File: src/rtl/rv_ecc_scrubber.sv
// Background SECDED scrubber: walks the array through a low-priority memory port,
// writes back single-bit corrections and logs double-bit errors.

module rvecc_decode (
  input  logic        en,
  input  logic [31:0] din,
  input  logic [6:0]  ecc_in,
  input  logic        sed_ded,
  output logic [31:0] dout,
  output logic [6:0]  ecc_out,
  output logic        single_ecc_error,
  output logic        double_ecc_error
);
  logic [6:0]  ecc_check;
  logic [38:0] error_mask;
  logic [38:0] din_plus_parity;
  logic [38:0] dout_plus_parity;

  assign ecc_check[0] = ecc_in[0]^din[0]^din[1]^din[3]^din[4]^din[6]^din[8]^din[10]^din[11]^din[13]^din[15]^din[17]^din[19]^din[21]^din[23]^din[25]^din[26]^din[28]^din[30];
  assign ecc_check[1] = ecc_in[1]^din[0]^din[2]^din[3]^din[5]^din[6]^din[9]^din[10]^din[12]^din[13]^din[16]^din[17]^din[20]^din[21]^din[24]^din[25]^din[27]^din[28]^din[31];
  assign ecc_check[2] = ecc_in[2]^din[1]^din[2]^din[3]^din[7]^din[8]^din[9]^din[10]^din[14]^din[15]^din[16]^din[17]^din[22]^din[23]^din[24]^din[25]^din[29]^din[30]^din[31];
  assign ecc_check[3] = ecc_in[3]^din[4]^din[5]^din[6]^din[7]^din[8]^din[9]^din[10]^din[18]^din[19]^din[20]^din[21]^din[22]^din[23]^din[24]^din[25];
  assign ecc_check[4] = ecc_in[4]^din[11]^din[12]^din[13]^din[14]^din[15]^din[16]^din[17]^din[18]^din[19]^din[20]^din[21]^din[22]^din[23]^din[24]^din[25];
  assign ecc_check[5] = ecc_in[5]^din[26]^din[27]^din[28]^din[29]^din[30]^din[31];
  // Overall parity: set means an odd number of flipped bits, i.e. correctable.
  assign ecc_check[6] = ((^din) ^ (^ecc_in)) & ~sed_ded;

  assign single_ecc_error = en & (ecc_check != 7'd0) & ecc_check[6];
  assign double_ecc_error = en & (ecc_check != 7'd0) & ~ecc_check[6];

  always_comb begin
    error_mask = '0;
    for (int i = 1; i < 40; i++) begin
      if (ecc_check[5:0] == 6'(i)) error_mask[i-1] = 1'b1;
    end
  end

  // Hamming codeword order: check bits sit at the power-of-two positions.
  assign din_plus_parity  = {ecc_in[6], din[31:26], ecc_in[5], din[25:11], ecc_in[4], din[10:4],
                             ecc_in[3], din[3:1], ecc_in[2], din[0], ecc_in[1:0]};
  assign dout_plus_parity = single_ecc_error ? (error_mask ^ din_plus_parity) : din_plus_parity;
  assign dout    = {dout_plus_parity[37:32], dout_plus_parity[30:16], dout_plus_parity[14:8],
                    dout_plus_parity[6:4], dout_plus_parity[2]};
  assign ecc_out = {(dout_plus_parity[38] ^ (ecc_check == 7'b1000000)), dout_plus_parity[31],
                    dout_plus_parity[15], dout_plus_parity[7], dout_plus_parity[3], dout_plus_parity[1:0]};
endmodule

module rv_ecc_scrubber #(
  parameter int DEPTH    = 1024,
  parameter int AW       = $clog2(DEPTH),
  parameter int INTERVAL = 64
) (
  input  logic          clk,
  input  logic          rst_l,
  input  logic          en,
  input  logic          clr_counts,
  output logic          mem_req,
  output logic          mem_wen,
  output logic [AW-1:0] mem_addr,
  output logic [38:0]   mem_wdata,
  input  logic          mem_gnt,
  input  logic [38:0]   mem_rdata,
  input  logic          core_wr_valid,
  input  logic [AW-1:0] core_wr_addr,
  output logic          sec_pulse,
  output logic          ded_pulse,
  output logic [AW-1:0] err_addr,
  output logic [15:0]   sec_count,
  output logic [15:0]   ded_count,
  output logic          pass_done
);
  localparam int TW = (INTERVAL > 1) ? $clog2(INTERVAL) : 1;
  localparam logic [TW-1:0] TIMER_LOAD = TW'(INTERVAL - 1);

  typedef enum logic [2:0] {IDLE, WAIT, RD_REQ, RD_DATA, WR_REQ} state_t;

  state_t        state;
  logic [AW-1:0] ptr;
  logic [TW-1:0] timer;
  logic [31:0]   dec_dout;
  logic [6:0]    dec_ecc;
  logic          dec_sec, dec_ded;
  logic          kill, wrap;
  logic [AW-1:0] ptr_nxt;

  rvecc_decode u_dec (
    .en               (1'b1),
    .din              (mem_rdata[31:0]),
    .ecc_in           (mem_rdata[38:32]),
    .sed_ded          (1'b0),
    .dout             (dec_dout),
    .ecc_out          (dec_ecc),
    .single_ecc_error (dec_sec),
    .double_ecc_error (dec_ded)
  );

  // A core write to the word being scrubbed makes our correction stale.
  assign kill    = core_wr_valid & (core_wr_addr == ptr);
  assign wrap    = (ptr == AW'(DEPTH - 1));
  assign ptr_nxt = wrap ? '0 : ptr + AW'(1);

  // Handshake: a request transfers on a cycle with mem_req & mem_gnt; until then
  // mem_wen/mem_addr/mem_wdata hold steady. A kill withdraws a pending write-back.
  assign mem_req  = (state == RD_REQ) | ((state == WR_REQ) & ~kill);
  assign mem_wen  = (state == WR_REQ);
  assign mem_addr = ptr;

  always_ff @(posedge clk or negedge rst_l) begin
    if (!rst_l) begin
      state     <= IDLE;
      ptr       <= '0;
      timer     <= '0;
      mem_wdata <= '0;
      sec_pulse <= 1'b0;
      ded_pulse <= 1'b0;
      err_addr  <= '0;
      sec_count <= '0;
      ded_count <= '0;
      pass_done <= 1'b0;
    end else begin
      sec_pulse <= 1'b0;
      ded_pulse <= 1'b0;
      pass_done <= 1'b0;
      case (state)
        IDLE: begin
          if (en) begin
            timer <= TIMER_LOAD;
            state <= WAIT;
          end
        end
        WAIT: begin
          if (!en) state <= IDLE;
          else if (timer == '0) state <= RD_REQ;
          else timer <= timer - TW'(1);
        end
        RD_REQ: begin
          if (mem_gnt) state <= RD_DATA;
          else if (!en) state <= IDLE;
        end
        RD_DATA: begin
          if (dec_sec) begin
            sec_pulse <= 1'b1;
            err_addr  <= ptr;
            mem_wdata <= {dec_ecc, dec_dout};
          end
          if (dec_ded) begin
            ded_pulse <= 1'b1;
            err_addr  <= ptr;
          end
          if (dec_sec && !kill) begin
            state <= WR_REQ;
          end else begin
            ptr       <= ptr_nxt;
            pass_done <= wrap;
            timer     <= TIMER_LOAD;
            state     <= en ? WAIT : IDLE;
          end
        end
        WR_REQ: begin
          if (kill || mem_gnt) begin
            ptr       <= ptr_nxt;
            pass_done <= wrap;
            timer     <= TIMER_LOAD;
            state     <= en ? WAIT : IDLE;
          end
        end
        default: state <= IDLE;
      endcase

      if (clr_counts) begin
        sec_count <= '0;
        ded_count <= '0;
      end else begin
        if (state == RD_DATA && dec_sec && sec_count != 16'hFFFF) sec_count <= sec_count + 16'd1;
        if (state == RD_DATA && dec_ded && ded_count != 16'hFFFF) ded_count <= ded_count + 16'd1;
      end
    end
  end
endmodule

File: config.mk
export PLATFORM = sky130hd
export DESIGN_NAME = rv_ecc_scrubber
export DESIGN_NICKNAME = d
export VERILOG_FILES = /design/src/rtl/rv_ecc_scrubber.sv
export SDC_FILE = /design/constraint.sdc
export NUM_CORES = 1
export LEC_CHECK = 0
export ABC_AREA = 0
export CELL_PAD_IN_SITES_DETAIL_PLACEMENT = 1
export CELL_PAD_IN_SITES_GLOBAL_PLACEMENT = 2
export CORE_ASPECT_RATIO = 2
export CORE_MARGIN = 8
export CORE_UTILIZATION = 28
export CTS_BUF_LIST = sky130_fd_sc_hd__clkbuf_8 sky130_fd_sc_hd__clkbuf_16
export DETAILED_ROUTE_END_ITERATION = 8
export MAX_ROUTING_LAYER = met4
export PLACE_DENSITY = 0.77
export SLEW_MARGIN = 20
export SYNTH_ARGS = -nofsm -noshare
export SYNTH_HDL_FRONTEND = slang
export SYNTH_SLANG_ARGS = --single-unit
File: constraint.sdc
create_clock -name clk -period 2.4 [get_ports clk]
set_clock_uncertainty 0.1 [all_clocks]
set_input_delay 0.48 -clock clk [delete_from_list [all_inputs] [get_ports clk]]
set_output_delay 0.48 -clock clk [all_outputs]
set_load 0.05 [all_outputs]
# ---- Word level (Yosys, flattened, before mapping)
# Cells that the tools add are included.
dict set report totals {
  elab_cells 263
  in_bits 55
  register_bits 103
  output_inout_bits 96
}
dict set report op_classes {
  n_reduce_logical 22
  addsub 4
  bitwise 100
  mux 72
  eq_ne 55
}
# operator count
set op_table {}
lappend op_table {{6-bit by 5-bit equality test with 1-bit output, second input constant} 16}
lappend op_table {{1-bit XOR} 92}
lappend op_table {{16-bit 2-to-1 mux} 4}
lappend op_table {{10-bit 2-to-1 mux} 5}
lappend op_table {{6-bit by 4-bit equality test with 1-bit output, second input constant} 8}
lappend op_table {{6-bit equality test, second input constant} 8}
lappend op_table {{1-bit 2-to-1 mux} 46}
lappend op_table {{39-bit 2-to-1 mux} 1}
lappend op_table {{39-bit XOR} 1}
lappend op_table {{16-bit by 1-bit adder with 16-bit output, second input constant} 2}
lappend op_table {{16-bit inequality test, second input constant} 2}
lappend op_table {{32-bit XOR reduction} 1}
lappend op_table {{6-bit 2-to-1 mux} 5}
lappend op_table {{6-bit by 3-bit equality test with 1-bit output, second input constant} 4}
lappend op_table {{6-bit one-hot mux with 4 select lines} 1}
lappend op_table {{3-bit 2-to-1 mux} 7}
lappend op_table {{10-bit one-hot mux with 2 select lines} 1}
lappend op_table {{3-bit one-hot mux with 5 select lines} 1}
lappend op_table {{6-bit by 2-bit equality test with 1-bit output, second input constant} 2}
lappend op_table {{10-bit by 1-bit adder with 10-bit output, second input constant} 1}
lappend op_table {{10-bit equality test} 1}
lappend op_table {{10-bit equality test, second input constant} 1}
lappend op_table {{2-bit inequality test, second input constant} 4}
lappend op_table {{2-bit nonzero test} 4}
lappend op_table {{other kinds (24)} 35}

# ---- Longest topological paths before layout
# Gate-level depths: netlist of the first run.
dict set report depth {
  depth_word 24
  depth_mapped 10
  depth_no_buf 8
}

# ---- By module
# A second synthesis of the first run with hierarchy kept.
dict set report unflattened {
  hier_cells 685
  area_unflattened_um2 6551.3
}
# mod seq_area_each_um2 n_inst cells_each area_each_um2
set by_module_without_submodules {}
lappend by_module_without_submodules {rv_ecc_scrubber 2577.5 1 498 4734.5}
lappend by_module_without_submodules {rvecc_decode 0.0 1 187 1816.7}

# ---- Worst setup path before layout of the first run
# Ideal clock, no wire load.
dict set report synth_timing {
  kind {input to register}
  startpoint {input mem_rdata[27]}
  endpoint {register ded_count[11]}
  path_slack_ns -0.852
  path_buffers 1
  arrival_ns 3.025
  t_required_ns 2.172
  cell_stages 9
  setup_time_ns 0.128
  cell_sequence {xnor3_1 -> xnor3_1 -> xnor3_1 -> xnor3_2 -> nand2_1 -> a31o_4 -> buf_6 -> nor4b_2 -> mux2_1}
}
dict set report synth_between {
  elab_chain_len 10
  word_cells_on_any_way 16
  cone_classes {bitwise (11); reduce/logical (5)}
}
# element line
set synth_rtl {}
lappend synth_rtl {{start: declaration} 62} ;# input logic [38:0] mem_rdata,
lappend synth_rtl {{1-bit XOR (5 in a row)} 24} ;# assign ecc_check[5] = ecc_in[5]^din[26]^din[27]^din[28]^din[29]^din[30]^din[31];
lappend synth_rtl {{7-bit nonzero test} 29} ;# assign double_ecc_error = en & (ecc_check != 7'd0) & ~ecc_check[6];
lappend synth_rtl {{1-bit bitwise AND (*)} 29}
lappend synth_rtl {{1-bit logical AND (*) (2 in a row)} 175} ;# if (state == RD_DATA && dec_ded && ded_count != 16'hFFFF) ded_count <= ded_count + 16'd1;
lappend synth_rtl {{2-bit nonzero test (no line) (*)} n/a}
lappend synth_rtl {{end signal: assignment} 175}
lappend synth_rtl {{end: declaration} 69} ;# output logic [15:0] ded_count,
# Every way passes the cells marked *; elsewhere a longest branch is shown, timed or not.
# A chain may end at the register's enable or synchronous reset.

# ---- Worst setup path in the final report of the first run
dict set report layout_timing {
  startpoint {input mem_rdata[25]}
  endpoint {register ded_count[9]}
}
dict set report layout_between {
  elab_chain_len 9
  word_cells_on_any_way 22
  cone_classes {bitwise (17); reduce/logical (5)}
}
# element line
set layout_rtl {}
lappend layout_rtl {{1-bit XOR, on equally long branches (4 in a row)} {19, 20, 21}}
lappend layout_rtl {{7-bit nonzero test} 29}
lappend layout_rtl {{1-bit bitwise AND (*)} 29}
lappend layout_rtl {{1-bit logical AND (*) (2 in a row)} 175}
lappend layout_rtl {{2-bit nonzero test (no line) (*)} n/a}
# Marked as above.

==> qor.json, run 1 <==
{
  "ys_seq_elements": {"value": 103},
  "final_setup_slack_of_the_worst_path": {"value": -0.554, "unit": "ns"},
  "critPathMostFrequentCell": {"value": "sky130_fd_sc_hd__xnor2_2"},
  "tritoncts_clock_tree": {"value": "built"},
  "post_route_cells_drive_above_1_share": {"value": 44.2, "unit": "%"},
  "syn_inst": {"value": 635},
  "die_width": {"value": 122, "unit": "µm"},
  "timing_max_transition_violations_final": {"value": 0},
  "startpoint_type": {"value": "primary input"},
  "timing.final.setup_violations": {"value": 101},
  "gp_congestion": {"value": 0.909},
  "pin_count_of_the_biggest_net_entering_global_routing": {"value": 41},
  "drc": {"value": 0},
  "cts-buffers-inserted": {"value": 9},
  "finalPower": {"value": 0.0108, "unit": "W"},
  "post-synth-top-area-fraction": {"value": 41.2, "unit": "%"},
  "yosysUniqueCellTypes": {"value": 55},
  "synth_area_leader_cell": {"value": "sky130_fd_sc_hd__dfrtp_1"},
  "nets": {"value": 1007},
  "critPathMaxFanout": {"value": 6},
  "failed_checks": {"value": "setup timing"},
  "wl_per_cell": {"value": 22.7, "unit": "µm"},
  "synth_ff_type": {"value": "sky130_fd_sc_hd__dfrtp_1"},
  "critical-path-top-delay-family": {"value": "XOR/XNOR gates"},
  "cp-end-kind": {"value": "flip-flop"},
  "worst_skew_pair.late_latency": {"value": 0.36, "unit": "ns"},
  "placement.cell_area": {"value": 9120, "unit": "µm²"},
  "ordered_cell_list_for_the_critical_path": {"value": "buf_2 > buf_6 > xnor2_4 > xnor2_2 > buf_4 > xnor3_1 > xnor2_2 > nor2b_4 > buf_12 > a31o_4 > nor4b_4 > mux2_4"},
  "finalInstanceArea": {"value": 11100, "unit": "µm²"},
  "power_share_of_the_combinational_group": {"value": 66.5, "unit": "%"},
  "cts-htree-levels": {"value": 3},
  "hp-class": {"value": "reg -> reg"},
  "critical_path.slowest_cell": {"value": "sky130_fd_sc_hd__xnor3_1"},
  "worst_ir_drop_vdd": {"value": 623, "unit": "µV"},
  "synth.avg_cell_area": {"value": 9.86, "unit": "µm²"},
  "die_area": {"value": 27700, "unit": "µm²"},
  "static_leakage_power": {"value": 4.80, "unit": "nW"},
  "grt_pass1_vias": {"value": 7058},
  "critPathBufInv": {"value": 4},
  "worst_path_largest_cell_delay": {"value": 0.45, "unit": "ns"},
  "final_cell_mix": {"value": "127 x sky130_fd_sc_hd__buf_4, 100 x sky130_fd_sc_hd__dfrtp_1, 90 x sky130_fd_sc_hd__clkdlybuf4s50_1"},
  "syn2layout_area_growth": {"value": 77.6, "unit": "%"},
  "cts_sinks": {"value": 103},
  "die_h": {"value": 227, "unit": "µm"},
  "route.antenna.remaining_nets": {"value": 0},
  "synthesis.nets": {"value": 695},
  "cell_internal_pwr": {"value": 0.00587, "unit": "W"},
  "root_buffer": {"value": "sky130_fd_sc_hd__clkbuf_16"},
  "setup_repair_after_global_routing_missed_its_margin": {"value": "yes"},
  "max_freq": {"value": 0.339, "unit": "GHz"},
  "timing.max_cap.violations": {"value": 0},
  "yosys_warnings": {"value": 0},
  "drt_first_pass_iters": {"value": 4},
  "row_count": {"value": 77},
  "final-hold-violation-count": {"value": 0},
  "hpwl": {"value": 19.2, "unit": "mm"},
  "synth_area": {"value": 6260, "unit": "µm²"},
  "coreArea": {"value": 22100, "unit": "µm²"},
  "p_per_area": {"value": 968, "unit": "nW/µm²"},
  "worstPathRequired": {"value": 2.55, "unit": "ns"},
  "first_pass_grt_wire_length": {"value": 40.5, "unit": "mm"},
  "run_status": {"value": "finished, violations left"},
  "grt.overflow.total": {"value": 0},
  "p_clk_share": {"value": 13.2, "unit": "%"},
  "p_switching": {"value": 0.00489, "unit": "W"},
  "pin_count": {"value": 151},
  "vias_per_cell": {"value": 5.07},
  "dr_total_vias": {"value": 6226},
  "crit_path_dat": {"value": 3.10, "unit": "ns"},
  "initial_antenna_violation_count": {"value": 1},
  "clkSlewWorstSetupHoldPaths": {"value": 0.08, "unit": "ns"},
  "synth_seq_area_share": {"value": 41.2, "unit": "%"},
  "placement.io_buffers": {"value": 150},
  "layout_commonest_cell": {"value": "sky130_fd_sc_hd__buf_4"},
  "worst_slew_pin_slew": {"value": 0.587, "unit": "ns"},
  "initialDrtViolationCount": {"value": 154},
  "clockBufferDepth": {"value": 2},
  "period_minus_slack": {"value": 2.95, "unit": "ns"},
  "power.switching_fraction": {"value": 45.5, "unit": "%"},
  "synth-async-reset-ratio": {"value": 100, "unit": "%"},
  "maxSlewHeadroom": {"value": 60.8, "unit": "%"},
  "totalWireLength": {"value": 27.9, "unit": "mm"},
  "critical_path_class": {"value": "in -> reg"},
  "netlist_top_cells_area": {"value": "sky130_fd_sc_hd__dfrtp_1 41%, sky130_fd_sc_hd__xor2_1 8.4%, sky130_fd_sc_hd__xnor2_1 7.6%"},
  "synth_enable_flop_cells": {"value": 0},
  "grt_util_all_layers": {"value": 19.8, "unit": "%"},
  "effective_utilization_at_floorplan": {"value": 28.4, "unit": "%"},
  "final.period_utilization": {"value": 123, "unit": "%"},
  "seq_power_share": {"value": 20.4, "unit": "%"}
}
==> worst min-delay path, cell delays in order, from the launching register on <==
cell and delay [ns]:
sky130_fd_sc_hd__dfrtp_1 0.35, sky130_fd_sc_hd__nand2_1 0.05, sky130_fd_sc_hd__o21ai_1 0.06
==> cells in the mapped netlist (2+ instances only) <==
cell type	count
sky130_fd_sc_hd__inv_1	7
sky130_fd_sc_hd__xnor3_1	13
sky130_fd_sc_hd__or4_1	7
sky130_fd_sc_hd__xnor2_1	54
sky130_fd_sc_hd__nor3_1	9
sky130_fd_sc_hd__or3_1	6
sky130_fd_sc_hd__nor2_1	33
sky130_fd_sc_hd__nand2_1	70
sky130_fd_sc_hd__nor2b_1	11
sky130_fd_sc_hd__or2_2	2
sky130_fd_sc_hd__o31ai_1	11
sky130_fd_sc_hd__mux2_2	12
sky130_fd_sc_hd__o21ai_0	48
sky130_fd_sc_hd__a21oi_1	18
sky130_fd_sc_hd__nor4_1	3
sky130_fd_sc_hd__nand4_1	23
sky130_fd_sc_hd__a22o_1	3
sky130_fd_sc_hd__and2_1	8
sky130_fd_sc_hd__nor3b_1	2
sky130_fd_sc_hd__ha_1	5
sky130_fd_sc_hd__buf_2	7
sky130_fd_sc_hd__nand3_1	40
sky130_fd_sc_hd__nor4b_2	3
sky130_fd_sc_hd__dfrtp_1	103
sky130_fd_sc_hd__and3_1	9
sky130_fd_sc_hd__clkbuf_1	19
sky130_fd_sc_hd__mux2i_1	3
sky130_fd_sc_hd__buf_6	2
sky130_fd_sc_hd__nand2b_1	6
sky130_fd_sc_hd__xor2_1	60
sky130_fd_sc_hd__mux2_1	5
sky130_fd_sc_hd__and4_1	4
sky130_fd_sc_hd__a211oi_1	2
sky130_fd_sc_hd__nor4_2	2
sky130_fd_sc_hd__a41oi_1	3
sky130_fd_sc_hd__a31oi_1	3
==> path summary, 6_finish.rpt <==
check	startpoint	endpoint	slack [ns]	cells after the start
worst max-delay path	mem_rdata[25]	ded_count[9]	-0.55	12
worst min-delay path	mem_wdata[4]	mem_wdata[4]	0.39	2
worst max register to register	sec_count[8]	sec_count[13]	-0.13	9
worst min register to register	mem_wdata[4]	mem_wdata[4]	0.39	2
max in group asynchronous	rst_l	mem_addr[3]	1.05	3
min in group asynchronous	rst_l	mem_wdata[2]	0.47	2
==> per-stage QoR <==
| stage | std cells | TNS, ns | util, % | setup WS, ns | hold WS (ns) |
|---|---|---|---|---|---|
| after floorplan | 635 | -47.72 | - | -0.702 | 0.0844 |
| after global placement | 1163 | -121.35 | 41.3 | -1.35 | 0.306 |
| after detailed placement | 1163 | -128.86 | 41.3 | -1.40 | 0.314 |
| after CTS | 1201 | -38.29 | 46.3 | -0.506 | 0.393 |
| after global routing | 1229 | -42.53 | 50.4 | -0.602 | 0.418 |
| final | 1229 | -37.17 | 50.4 | -0.554 | 0.390 |
==> power groups by stage <==
stage / Combinational, W / Sequential, W / Clock (W)
2_1_floorplan: 0.00159 / 0.00311 / 0
3_3_place_gp: 0.00451 / 0.00221 / 0
3_5_place_dp: 0.00461 / 0.00222 / 0
4_1_cts: 0.00559 / 0.00219 / 0.00147
5_1_grt: 0.00741 / 0.00223 / 0.00152
6_report: 0.00715 / 0.00219 / 0.00142
==> metal layers <==
layer	track usage [%]	vias up	share of wire, %	routed length, µm
met4	9.73	0	4.0	1110
met1	18.0	3163	33	9250
met2	38.1	168	59	16500
met3	3.45	57	3.8	1070
li1	-	2838	-	-
met5	-	-	0	0
==> layout make-up <==
| class | count | area [µm²] |
|---|---|---|
| Clock buffer | 9 | 225 |
| Clock inverter | 7 | 51.3 |
| Sequential cell | 103 | 2580 |
| Timing Repair Buffer | 328 | 3070 |
| Fill cell | 2358 | 10900 |
| Multi-Input combinational cell | 498 | 4820 |
| Antenna cell | 1 | 2.50 |
| Inverter | 7 | 28.8 |
| Tap cell | 276 | 345 |
==> logic make-up after synthesis <==
logic type / Yosys count / share of synthesized area [%]
adder cells (fa/ha/maj): 5 / 1.00
XOR/XNOR: 130 / 21.7
AND/OR/NAND/NOR: 243 / 20.4
buffers and inverters: 36 / 2.54
AO/OA/AOI/OAI: 98 / 9.74
multiplexers: 20 / 3.54
flip-flops: 103 / 41.2
==> state kept, by name, indices dropped and copies added (netlist names) <==
register and cells:
pass_done 1, timer 6, mem_wdata 39, sec_count 16
ded_count 16, mem_addr 10, err_addr 10, state 3
sec_pulse 1, ded_pulse 1
==> timing repair <==
action | 4_1_cts | 5_1_grt
setup buffers | 20 | 29
endpoints found under the hold margin | 20 | 0
gates resized for setup | 266 | 192
cloned | 4 | 0
pin swaps | 76 | 116
hold buffers | 1 | 0
endpoints found under the setup margin | 103 | 106
(Power assumes the default switching activity.)
==> run 2, diff against run 1 <==
- CORE_MARGIN: 8 -> 5
- CORE_UTILIZATION: 28 -> 33
- CTS_CLUSTER_DIAMETER: unset -> 50
- PLACE_DENSITY: 0.77 -> 0.86
- clock period: 2.4 -> 3.5 ns (I/O delays scaled with it)
==> run 2 against run 1 <==
Effect of this change: the run still ends with setup timing left; clock power decreased by 24%; combinational power decreased by 51%; non-clock buffer count shrank 66; largest cell class unchanged; highest routed layer unchanged; sequential share of layout area grew 4.0 points; die area shrank 21%; worst setup slack gained 0.54 ns; utilization up 0.069 points; via count down 5.6%; critical path depth shrank 2; worst hold slack got worse by 0.15 ns.
==> qor.json, run 2 (same netlist as run 1, synthesis figures left out) <==
{
  "clockBufferDepth": {"value": 2},
  "antenna_cells_inserted": {"value": 0},
  "pin_count_of_the_biggest_net_entering_global_routing": {"value": 60},
  "drc": {"value": 0},
  "critical_path_class": {"value": "in -> reg"},
  "final.period_utilization": {"value": 101, "unit": "%"},
  "placement.io_buffers": {"value": 150},
  "final_setup_slack_of_the_worst_path": {"value": -0.0181, "unit": "ns"},
  "maxSlewHeadroom": {"value": 28.9, "unit": "%"},
  "crit_path_dat": {"value": 3.69, "unit": "ns"},
  "worst_skew_pair.late_latency": {"value": 0.36, "unit": "ns"},
  "row_count": {"value": 71},
  "pin_count": {"value": 151},
  "max_reg_flops": {"value": 39},
  "p_switching": {"value": 0.00268, "unit": "W"},
  "final-hold-violation-count": {"value": 0},
  "cts_hold_buf": {"value": 0},
  "p_clk_share": {"value": 17.8, "unit": "%"},
  "num-fill-cells": {"value": 2080},
  "cts_sinks": {"value": 103},
  "clkSlewWorstSetupHoldPaths": {"value": 0.08, "unit": "ns"},
  "power.switching_fraction": {"value": 44.2, "unit": "%"},
  "initialDrtViolationCount": {"value": 169},
  "timing.max_cap.violations": {"value": 0},
  "seq_power_share": {"value": 24.8, "unit": "%"},
  "static_leakage_power": {"value": 4.02, "unit": "nW"},
  "failed_checks": {"value": "setup timing"},
  "max_freq": {"value": 0.284, "unit": "GHz"},
  "tritoncts_clock_tree": {"value": "built"},
  "first_pass_grt_wire_length": {"value": 34.8, "unit": "mm"},
  "run_status": {"value": "finished, violations left"},
  "period_minus_slack": {"value": 3.52, "unit": "ns"},
  "power_share_of_the_combinational_group": {"value": 57.4, "unit": "%"},
  "totalWireLength": {"value": 22.7, "unit": "mm"},
  "met1_usage": {"value": 20.5, "unit": "%"},
  "syn2layout_area_growth": {"value": 51.1, "unit": "%"},
  "wl_per_cell": {"value": 19.9, "unit": "µm"},
  "grt.overflow.total": {"value": 0},
  "die_area": {"value": 22000, "unit": "µm²"},
  "die_h": {"value": 205, "unit": "µm"},
  "nets": {"value": 941},
  "layout_commonest_cell": {"value": "sky130_fd_sc_hd__clkdlybuf4s50_1"},
  "hpwl": {"value": 16.8, "unit": "mm"},
  "timing_max_transition_violations_final": {"value": 0},
  "cts-buffers-inserted": {"value": 9},
  "worstPathRequired": {"value": 3.67, "unit": "ns"},
  "effective_utilization_at_floorplan": {"value": 33.4, "unit": "%"},
  "final.setup.tns": {"value": -0.0239, "unit": "ns"},
  "hold_slack": {"value": 0.240, "unit": "ns"},
  "ff2ff_setup_slack": {"value": 0.58, "unit": "ns"},
  "top_register": {"value": "mem_wdata"},
  "cts-htree-levels": {"value": 3},
  "route.antenna.remaining_nets": {"value": 0},
  "grt_util_all_layers": {"value": 21.0, "unit": "%"},
  "drt_first_pass_iters": {"value": 4},
  "grt.met2_usage": {"value": 38.7, "unit": "%"},
  "cell_internal_pwr": {"value": 0.00339, "unit": "W"},
  "worst_slew_pin_slew": {"value": 1.06, "unit": "ns"},
  "startpoint_type": {"value": "primary input"},
  "cp-end-kind": {"value": "flip-flop"},
  "timing.final.setup_violations": {"value": 2},
  "coreArea": {"value": 18700, "unit": "µm²"},
  "grt_pass1_vias": {"value": 6641},
  "vias_per_cell": {"value": 5.15},
  "final_cell_mix": {"value": "136 x sky130_fd_sc_hd__clkdlybuf4s50_1, 103 x sky130_fd_sc_hd__dfrtp_1, 102 x sky130_fd_sc_hd__buf_4"},
  "dr_total_vias": {"value": 5875},
  "preCtsSetupSlack": {"value": -0.760, "unit": "ns"},
  "post_route_cells_drive_above_1_share": {"value": 21.7, "unit": "%"},
  "initial_antenna_violation_count": {"value": 0},
  "root_buffer": {"value": "sky130_fd_sc_hd__clkbuf_16"},
  "hp-class": {"value": "in -> async"},
  "top_regs": {"value": "mem_wdata x39, ded_count x16, sec_count x16"},
  "die_width": {"value": 107, "unit": "µm"},
  "gp_congestion": {"value": 0.888},
  "grt-busiest-layer": {"value": "met2"},
  "p_per_area": {"value": 642, "unit": "nW/µm²"},
  "critPathMaxFanout": {"value": 6},
  "layout.core_utilization": {"value": 50.5, "unit": "%"},
  "globalRouteMet3Util": {"value": 3.50, "unit": "%"},
  "finalPower": {"value": 0.00607, "unit": "W"},
  "worst_ir_drop_vdd": {"value": 361, "unit": "µV"}
}
## run 2: worst paths after layout
path,from,to,cells past startpoint
worst max-delay path,mem_rdata[11],ded_count[3],10
worst min-delay path,rst_l,mem_addr[4],1
min in group clk,mem_wdata[17],mem_wdata[17],2
worst min register to register,mem_wdata[17],mem_wdata[17],2
max in group asynchronous,rst_l,sec_count[13],2
worst max register to register,ded_count[3],ded_count[5],9
## run 2: layout make-up
class / count / area (µm²) / area share, %
multi-input cells: 498 / 3790 / 40.0
clock inverters: 6 / 76.3 / 0.807
repair buffers: 262 / 2430 / 25.7
clock buffers: 10 / 239 / 2.53
flip-flops and latches: 103 / 2580 / 27.3
well taps: 255 / 319 / 3.37
inverters: 7 / 26.3 / 0.278
## run 2: metrics by stage
step | instances | instance area (µm²)
4_1_cts | 1135 | 9270
3_3_place_gp | 1106 | 8690
2_1_floorplan | 635 | 6260
6_report | 1141 | 9460
3_5_place_dp | 1106 | 8690
5_1_grt | 1141 | 9460
## run 2: repair_timing
| action | CTS | global route |
|---|---|---|
| setup buffers | 11 | 5 |
| gates cloned | 3 | 1 |
| resized for setup | 35 | 31 |
| pin swaps | 16 | 17 |
| setup endpoints to repair | 93 | 56 |
## run 2: worst max-delay path, stage by stage
cell                              delay [ns]
sky130_fd_sc_hd__clkdlybuf4s50_1        0.47
sky130_fd_sc_hd__xnor2_2                0.18
sky130_fd_sc_hd__xnor2_2                0.28
sky130_fd_sc_hd__xnor3_2                0.45
sky130_fd_sc_hd__xnor3_2                0.43
sky130_fd_sc_hd__buf_4                  0.12
sky130_fd_sc_hd__nand2_4                0.08
sky130_fd_sc_hd__a31o_4                 0.27
sky130_fd_sc_hd__or4_1                  0.56
sky130_fd_sc_hd__a21oi_2                0.14
## run 2: per-layer routing
layer  part of all wire, %  vias up
met3                   3.8       71
li1                      -     2715
met2                    56      174
met4                   5.0        0
met1                    35     2915
met5                     0        -
## run 2: power groups by stage
stage | logic (W) | clock network (W) | registers, W
global route | 0.00365 | 0.00117 | 0.00153
detailed placement | 0.00304 | 0 | 0.00153
CTS | 0.00327 | 0.00111 | 0.00151
floorplan | 0.00103 | 0 | 0.00213
finish | 0.00349 | 0.00108 | 0.00150
global placement | 0.00294 | 0 | 0.00152
==> run 3, diff against run 2 <==
- REMOVE_ABC_BUFFERS: unset -> 1
- clock period: 3.5 -> 4.1 ns (I/O delays scaled with it)
==> run 3 against run 2 <==
Effect of this change: the run now ends clean; register-to-register slack improved by 0.83 ns; routed wire length decreased by 10%; count of clock-buffer cells in the layout did not move; cell count is 4.4% lower.
==> qor.json, run 3 (same netlist as run 1, synthesis figures left out) <==
{
  "grt_pass1_vias": {"value": 6206},
  "place.detailed.instances": {"value": 1075},
  "num-fill-cells": {"value": 2119},
  "worst_slew_pin_slew": {"value": 0.862, "unit": "ns"},
  "wl_per_cell": {"value": 18.7, "unit": "µm"},
  "final-hold-violation-count": {"value": 0},
  "coreArea": {"value": 18700, "unit": "µm²"},
  "grt_util_all_layers": {"value": 19.6, "unit": "%"},
  "power.switching_fraction": {"value": 43.5, "unit": "%"},
  "cts-buffers-inserted": {"value": 9},
  "critical_path.slowest_cell": {"value": "sky130_fd_sc_hd__or4_1"},
  "critical_path_class": {"value": "in -> reg"},
  "syn2layout_area_growth": {"value": 40.0, "unit": "%"},
  "totalWireLength": {"value": 20.4, "unit": "mm"},
  "seq_power_share": {"value": 27.8, "unit": "%"},
  "timing.max_cap.violations": {"value": 0},
  "startpoint_type": {"value": "primary input"},
  "hold_slack": {"value": 0.370, "unit": "ns"},
  "crit_path_dat": {"value": 4.01, "unit": "ns"},
  "final_setup_slack_of_the_worst_path": {"value": 0.243, "unit": "ns"},
  "placement.cell_area": {"value": 8450, "unit": "µm²"},
  "hpwl": {"value": 16.1, "unit": "mm"},
  "postCtsSetupBuffers": {"value": 0},
  "setup_repair_after_global_routing_missed_its_margin": {"value": "no"},
  "timing_max_transition_violations_final": {"value": 0},
  "cell_internal_pwr": {"value": 0.00261, "unit": "W"},
  "pin_count": {"value": 151},
  "gp_congestion": {"value": 0.874},
  "top_regs": {"value": "mem_wdata x39, ded_count x16, sec_count x16"},
  "cts_hold_buf": {"value": 0},
  "finalInstanceArea": {"value": 8760, "unit": "µm²"},
  "worstPathRequired": {"value": 4.26, "unit": "ns"},
  "tritoncts_clock_tree": {"value": "built"},
  "critPathMaxFanout": {"value": 25},
  "grt.overflow.total": {"value": 0},
  "preCtsSetupSlack": {"value": -0.156, "unit": "ns"},
  "cts_sinks": {"value": 103},
  "die_width": {"value": 107, "unit": "µm"},
  "cp-end-kind": {"value": "flip-flop"},
  "p_per_area": {"value": 527, "unit": "nW/µm²"},
  "finalPower": {"value": 0.00462, "unit": "W"},
  "dr_total_vias": {"value": 5538},
  "initialDrtViolationCount": {"value": 178},
  "layout_commonest_cell": {"value": "sky130_fd_sc_hd__clkdlybuf4s50_1"},
  "row_count": {"value": 71},
  "p_switching": {"value": 0.00201, "unit": "W"},
  "placement.io_buffers": {"value": 150},
  "p_clk_share": {"value": 19.5, "unit": "%"},
  "static_leakage_power": {"value": 3.62, "unit": "nW"},
  "vias_per_cell": {"value": 5.08},
  "ctsResizeCount": {"value": 0},
  "route.antenna.remaining_nets": {"value": 0},
  "antenna_cells_inserted": {"value": 0},
  "initial_antenna_violation_count": {"value": 0},
  "clockBufferDepth": {"value": 2},
  "hp-class": {"value": "in -> async"},
  "period_minus_slack": {"value": 3.86, "unit": "ns"},
  "ordered_cell_list_for_the_critical_path": {"value": "clkdlybuf4s50_1 > xnor3_1 > xnor3_1 > xnor3_1 > xnor3_2 > nand2_1 > a31o_4 > or4_1 > a21oi_1"},
  "top_register": {"value": "mem_wdata"},
  "cts-htree-levels": {"value": 3},
  "run_status": {"value": "finished clean"},
  "critPathMostFrequentCell": {"value": "sky130_fd_sc_hd__xnor3_1"},
  "effective_utilization_at_floorplan": {"value": 33.4, "unit": "%"},
  "die_area": {"value": 22000, "unit": "µm²"},
  "worst_skew_pair.late_latency": {"value": 0.36, "unit": "ns"},
  "drc": {"value": 0},
  "die_h": {"value": 205, "unit": "µm"},
  "final_cell_mix": {"value": "148 x sky130_fd_sc_hd__clkdlybuf4s50_1, 103 x sky130_fd_sc_hd__dfrtp_1, 70 x sky130_fd_sc_hd__nand2_1"},
  "post_layout_instance_count_excluding_filler_cells": {"value": 1091},
  "post_route_cells_drive_above_1_share": {"value": 13.3, "unit": "%"},
  "clkSlewWorstSetupHoldPaths": {"value": 0.07, "unit": "ns"},
  "maxSlewHeadroom": {"value": 42.4, "unit": "%"},
  "worst_ir_drop_vdd": {"value": 250, "unit": "µV"},
  "max_reg_flops": {"value": 39},
  "critPathBufInv": {"value": 1},
  "worst_path_largest_cell_delay": {"value": 0.55, "unit": "ns"},
  "power_share_of_the_combinational_group": {"value": 52.7, "unit": "%"},
  "critical-path-top-delay-family": {"value": "XOR/XNOR gates"},
  "drt_first_pass_iters": {"value": 4},
  "first_pass_grt_wire_length": {"value": 33.1, "unit": "mm"},
  "max_freq": {"value": 0.259, "unit": "GHz"},
  "final.period_utilization": {"value": 94.1, "unit": "%"},
  "pin_count_of_the_biggest_net_entering_global_routing": {"value": 49},
  "root_buffer": {"value": "sky130_fd_sc_hd__clkbuf_16"},
  "nets": {"value": 891},
  "timing.final.setup_violations": {"value": 0}
}
==> run 3: path summary, 6_finish.rpt <==
check,from,endpoint,slack (ns),cells after the start
max,mem_rdata[27],ded_count[4],0.24,9
min,rst_l,mem_wdata[15],0.37,1
max reg2reg,ded_count[3],ded_count[4],1.41,9
min reg2reg,mem_wdata[9],mem_wdata[9],0.38,2
max in group asynchronous,rst_l,mem_wdata[19],2.59,2
min in group clk,mem_wdata[9],mem_wdata[9],0.38,2
==> run 3: area by class of cell <==
| type | instances | area, µm² | share of cell area (%) |
|---|---|---|---|
| multi-input cells | 496 | 3530 | 40.3 |
| flip-flops and latches | 103 | 2580 | 29.4 |
| repair buffers | 214 | 2000 | 22.9 |
| well taps | 255 | 319 | 3.64 |
| clock buffers | 10 | 239 | 2.73 |
| clock inverters | 6 | 67.6 | 0.771 |
| inverters | 7 | 26.3 | 0.300 |
==> run 3: through the flow <==
stage                     util (%)   TNS, ns
final                         46.7         0
after detailed placement      45.1     -1.50
after floorplan                  -    -15.38
after global routing          46.7         0
after CTS                     46.7         0
after global placement        45.1  -0.00651
==> run 3: worst register-to-register path: stages, from the launching register on <==
cell                      delay [ns]
sky130_fd_sc_hd__dfrtp_1        0.45
sky130_fd_sc_hd__and4_1         0.26
sky130_fd_sc_hd__and3_1         0.21
sky130_fd_sc_hd__and3_1         0.21
sky130_fd_sc_hd__and3_1         0.22
sky130_fd_sc_hd__nand3_1        0.14
sky130_fd_sc_hd__nor2_1         0.09
sky130_fd_sc_hd__buf_4          0.22
sky130_fd_sc_hd__or4_1          0.51
sky130_fd_sc_hd__a21oi_1        0.19
==> run 3: power by group through the flow <==
stage / logic, W / clock network [W] / registers (W)
3_3_place_gp: 0.00238 / 0 / 0.00129
3_5_place_dp: 0.00244 / 0 / 0.00131
6_report: 0.00243 / 0.000901 / 0.00128
4_1_cts: 0.00245 / 0.000932 / 0.00129
5_1_grt: 0.00258 / 0.000969 / 0.00131
2_1_floorplan: 0.000825 / 0 / 0.00182
==> run 3: per-layer routing <==
layer	global-route usage [%]	share of wire [%]	routed length, µm	vias to the layer above
met3	3.75	4.3	876	22
met2	37.5	58	11800	130
met1	19.6	36	7310	2778
li1	-	-	-	2608
met4	6.28	1.9	388	0
met5	-	0	0	-
